===== src/rtl/data_mem_ctrl_pkg.sv =====
// Shared types and default widths for the data-memory controller.
// The state enum is shared so other blocks can decode controller state.
package data_mem_ctrl_pkg;

  localparam int DEF_D_ADDR_W = 12;
  localparam int DEF_DATA_W   = 8;

  typedef enum logic [2:0] {
    IDLE,
    SETUP,
    STROBE,
    HOLD,
    READ,
    RESP
  } state_t;

endpackage


===== src/rtl/data_mem_ctrl.sv =====
// Single-outstanding data-memory controller with a strobed SRAM-style port.
// mem_we/mem_oe are registered so the memory never sees a glitch or overlap.
module data_mem_ctrl
  import data_mem_ctrl_pkg::*;
#(
  parameter int D_ADDR_W  = DEF_D_ADDR_W,
  parameter int DATA_W    = DEF_DATA_W,
  parameter int WE_CYCLES = 1,
  parameter int RD_CYCLES = 1
) (
  input  logic                clk,
  input  logic                rst_n,
  input  logic                req_valid,
  output logic                req_ready,
  input  logic                req_write,
  input  logic [D_ADDR_W-1:0] req_addr,
  input  logic [DATA_W-1:0]   req_wdata,
  output logic                rsp_valid,
  input  logic                rsp_ready,
  output logic [DATA_W-1:0]   rsp_rdata,
  output logic [D_ADDR_W-1:0] mem_addr,
  output logic [DATA_W-1:0]   mem_wdata,
  output logic                mem_we,
  output logic                mem_oe,
  input  logic [DATA_W-1:0]   mem_rdata
);

  localparam int MAX_C = (WE_CYCLES > RD_CYCLES) ? WE_CYCLES : RD_CYCLES;
  localparam int CNT_W = $clog2(MAX_C + 1);

  localparam logic [CNT_W-1:0] WE_LOAD = CNT_W'(WE_CYCLES - 1);
  localparam logic [CNT_W-1:0] RD_LOAD = CNT_W'(RD_CYCLES - 1);
  localparam logic [CNT_W-1:0] ONE     = CNT_W'(1);

  state_t           state;
  state_t           state_n;
  logic [CNT_W-1:0] cnt;
  logic [CNT_W-1:0] cnt_n;
  logic             write_q;
  logic             accept;
  logic             capture;
  logic             last;
  logic             we_n;
  logic             oe_n;
  logic             rv_n;

  assign last      = (cnt == '0);
  assign req_ready = (state == IDLE);

  always_comb begin
    state_n = state;
    cnt_n   = cnt;
    accept  = 1'b0;
    capture = 1'b0;
    unique case (state)
      IDLE: begin
        if (req_valid) begin
          state_n = SETUP;
          accept  = 1'b1;
        end
      end
      SETUP: begin
        if (write_q) begin
          state_n = STROBE;
          cnt_n   = WE_LOAD;
        end else begin
          state_n = READ;
          cnt_n   = RD_LOAD;
        end
      end
      STROBE: begin
        if (last) state_n = HOLD;
        else      cnt_n   = cnt - ONE;
      end
      HOLD: state_n = RESP;
      READ: begin
        if (last) begin
          state_n = RESP;
          capture = 1'b1;
        end else begin
          cnt_n = cnt - ONE;
        end
      end
      RESP: begin
        if (rsp_ready) state_n = IDLE;
      end
      default: state_n = IDLE;
    endcase
    // Strobes are decoded from the next state and then registered.
    we_n = (state_n == STROBE);
    oe_n = (state_n == READ);
    rv_n = (state_n == RESP);
  end

  always_ff @(posedge clk or negedge rst_n) begin
    if (!rst_n) begin
      state     <= IDLE;
      cnt       <= '0;
      write_q   <= 1'b0;
      mem_addr  <= '0;
      mem_wdata <= '0;
      mem_we    <= 1'b0;
      mem_oe    <= 1'b0;
      rsp_valid <= 1'b0;
      rsp_rdata <= '0;
    end else begin
      state     <= state_n;
      cnt       <= cnt_n;
      mem_we    <= we_n;
      mem_oe    <= oe_n;
      rsp_valid <= rv_n;
      if (accept) begin
        write_q   <= req_write;
        mem_addr  <= req_addr;
        mem_wdata <= req_wdata;
      end
      if (capture) rsp_rdata <= mem_rdata;
    end
  end

endmodule


===== config.mk =====
export PLATFORM = sky130hd
export DESIGN_NAME = data_mem_ctrl
export DESIGN_NICKNAME = d
export VERILOG_FILES = /design/src/rtl/data_mem_ctrl_pkg.sv /design/src/rtl/data_mem_ctrl.sv
export SDC_FILE = /design/constraint.sdc
export NUM_CORES = 1
export LEC_CHECK = 0
export ABC_AREA = 1
export BUFFER_PORTS_ARGS = -buffer_cell sky130_fd_sc_hd__buf_4
export CORE_MARGIN = 5
export CORE_UTILIZATION = 45
export DETAILED_ROUTE_END_ITERATION = 10
export PLACE_DENSITY = 0.77
export SLEW_MARGIN = 15
export SYNTH_ARGS = -nofsm -noshare
export SYNTH_HDL_FRONTEND = slang
export SYNTH_SLANG_ARGS = --single-unit

===== constraint.sdc =====
create_clock -name clk -period 2.1 [get_ports clk]
set_input_delay 0.105 -clock clk [delete_from_list [all_inputs] [get_ports clk]]
set_output_delay 0.105 -clock clk [all_outputs]
set_load 0.05 [all_outputs]

==> flow_metrics.env <==
export IMPL_dr_first_iter_drc_count=102
export IMPL_grt_pass1_vias=1255
export IMPL_critical_path_max_stage_delay_ns=0.45
export IMPL_ctsResizeCount=0
export IMPL_root_buffer="clkbuf_4"
export IMPL_timing_fmax_mhz=630.5
export IMPL_wl_per_cell_microns=13.15
export IMPL_grt_ovfl_total=0
export IMPL_num_rows=20
export IMPL_start_util_pct=46.49
export IMPL_cap_violations=0
export IMPL_ff_latch_area_sq_um=875.8
export IMPL_rsz0062_at_grt="no"
export IMPL_drt_vias_per_instance=4.889
export IMPL_clock_skew_ns=0.005445
export IMPL_pin_count=65
export IMPL_wl_mm=3.445
export IMPL_crit_chain="nor2_2, nand3_1, buf_4, nand2_1, nand2_1"
export IMPL_antenna_found_initial=0
export IMPL_worstSetupStartpointType="flip-flop"
export IMPL_dp_final_hpwl_mm=2.441
export IMPL_area_growth_pct=40.71
export IMPL_clk_pin_slew_ns=0.09
export IMPL_setup_viol=0
export IMPL_n_antenna_cell=0
export IMPL_die_area_sq_um=4347
export IMPL_gp_congestion=0.8158
export IMPL_crit_slowest_cell="dfrtp_1"
export IMPL_worstPathArrival_ns=1.80
export IMPL_min_period_ns=1.586
export IMPL_die_h_microns=65.93
export IMPL_critPathTopFamily="simple AND/OR/NAND/NOR gates"
export IMPL_fillers=243
export IMPL_fin_crit_sh_pct=75.52
export IMPL_critical_path_most_common_cell="nand2_1"
export IMPL_post_cts_setup_buffers=0
export IMPL_coreArea_sq_um=3028
export IMPL_required_ns=2.32
export IMPL_cts_made_buffers=5
export IMPL_cts_max_path_buffers=2
export IMPL_clkLatencyLatePin_ns=0.33
export IMPL_syn_area_per_cell_sq_um=9.200
export IMPL_postLayoutCoreUtil_pct=65.41
export IMPL_finish_instance_area_sq_um=1981
export IMPL_seq_area_frac_synth_pct=62.22
export IMPL_port_buffers=64
export IMPL_crit_type="reg -> reg"
export IMPL_syn_nets=186
export IMPL_hold_viol_final=0
export IMPL_yosysWarnings=0
export IMPL_end_kind="flip-flop"
export IMPL_status="complete, no violations"
export IMPL_multi_input_area_sq_um=474.2
export IMPL_final_max_slew_viol_count=0
export IMPL_ys_types=14
export IMPL_setup_tns_ns=0
export IMPL_cts_sinks=35
export IMPL_firstDrtPassIters=6
export IMPL_crit_buf_inv=1
export IMPL_synth_area_sq_um=1408
export IMPL_vias=1281
export IMPL_placed_cell_area_sq_um=1919
export IMPL_die_w_microns=65.93
export IMPL_synth_seq_cells=35
export IMPL_vdd_drop_max_v=0.001007
export IMPL_grt_pass1_wl_mm=5.637
export IMPL_cellPowerDensity_nw_per_um2=1890
export IMPL_crit_fanout=18
export IMPL_num_nets_final=252
export IMPL_p_leak_nw=1.092
export IMPL_h_tree_depth=2
export IMPL_gr_usage_all_layers_pct=16.84
export IMPL_drive_gt1_share_pct=34.40
export IMPL_min_path_type="in -> reg"
export IMPL_grt_start_max_net_pins=36
export IMPL_netlist_instances=153
export IMPL_placed_cells=254
export IMPL_layout_cells_non_filler=262
export IMPL_tightest_slew_ns=0.4284
export IMPL_ant_nets=0
export IMPL_drc=0
export IMPL_cts_tree="yes"
export IMPL_slew_headroom_pct=71.44
routing by layer:
layer,GRT usage [%],vias up,routed length [microns]
met5,0,-,0
met4,4.569,0,36
met2,28.04,42,1722
li1,-,638,-
met1,20.70,597,1448
met3,5.952,4,238
Yosys cell counts:
cell       n  area share, %
nor2_2     1           0.44
nand2_1   63             17
buf_2      7            2.5
a21boi_0   1           0.53
nand4_1   21            9.3
nor2_1     3           0.80
nor3_1     1           0.36
inv_2      1           0.27
clkbuf_1   3           0.80
dfrtp_1   35             62
nand2_2    1           0.44
nand3_1   13            4.6
o21ai_0    1           0.36
inv_1      2           0.53
layout by cell type (no fill, tap or decap):
master,synthesis,layout
clkbuf_4,0,5
nor3_1,1,1
dlygate4sd3_1,0,2
dfrtp_1,35,35
nand3_1,13,13
inv_1,2,2
o21ai_0,1,1
nor2_1,3,3
inv_2,1,1
a21boi_0,1,1
nand4_1,21,21
buf_4,0,67
nand2_2,1,1
clkbuf_1,3,1
nor2_2,1,1
nand2_1,63,63
timing repair:
| item | CTS | global route |
|---|---|---|
| endpoints found under the hold margin | 35 | 1 |
| endpoints found under the setup margin | 0 | 0 |
| hold buffers | 1 | 1 |
registers in the layout (all words and copies together) (netlist names):
| name | count |
|---|---|
| mem_addr | 12 |
| mem_wdata | 8 |
| rsp_rdata | 8 |
| state | 3 |
| mem_oe | 1 |
| mem_we | 1 |
| rsp_valid | 1 |
| write_q | 1 |
report_power, final:
group | switching (mW) | internal (mW)
clock | 0.198 | 0.119
sequential | 0.217 | 0.985
combinational | 1.60 | 0.627
total | 2.01 | 1.73
per-stage QoR:
step / power [mW] / hold WS (ns) / setup WS, ns
6_report: 3.742 / 0.01297 / 0.5140
5_1_grt: 3.981 / 0.002839 / 0.3864
4_1_cts: 3.774 / 0.003875 / 0.5400
3_5_place_dp: 3.454 / 0.07896 / 0.5567
3_3_place_gp: 3.411 / 0.06934 / 0.6193
2_1_floorplan: 2.753 / -0.1906 / 0.3816
cell type report:
cell class	count	share of cell area (%)
clock buffer	6	2.085
inverter	3	0.5685
multi-input combinational	105	23.94
sequential	35	44.22
tap	44	2.780
timing repair buffer	69	26.41
kinds of logic after synthesis:
family	after synthesis	synth area share, %
flip-flops	35	62.22
AO/OA/AOI/OAI	2	0.8887
buffers and inverters	13	4.089
AND/OR/NAND/NOR	103	32.80
worst reg2reg max path: stages (launching register included):
cell and delay (ns):
dfrtp_1 0.45, nor2_2 0.38, nand3_1 0.25, buf_4 0.27
nand2_1 0.08, nand2_1 0.05
path summary, 6_finish.rpt:
check / startpoint / endpoint / slack, ns / depth (start not counted)
worst min-delay path: mem_rdata[4] / rsp_rdata[4] / 0.01 / 3
worst max-delay path: state[0] / mem_addr[5] / 0.51 / 5
min in group asynchronous: rst_n / rsp_rdata[1] / 0.26 / 2
max in group asynchronous: rst_n / mem_addr[4] / 1.53 / 2
worst min register to register: mem_addr[3] / mem_addr[3] / 0.48 / 2
worst max register to register: state[0] / mem_addr[5] / 0.51 / 5
Note: power is estimated with default switching activity, not from simulation.
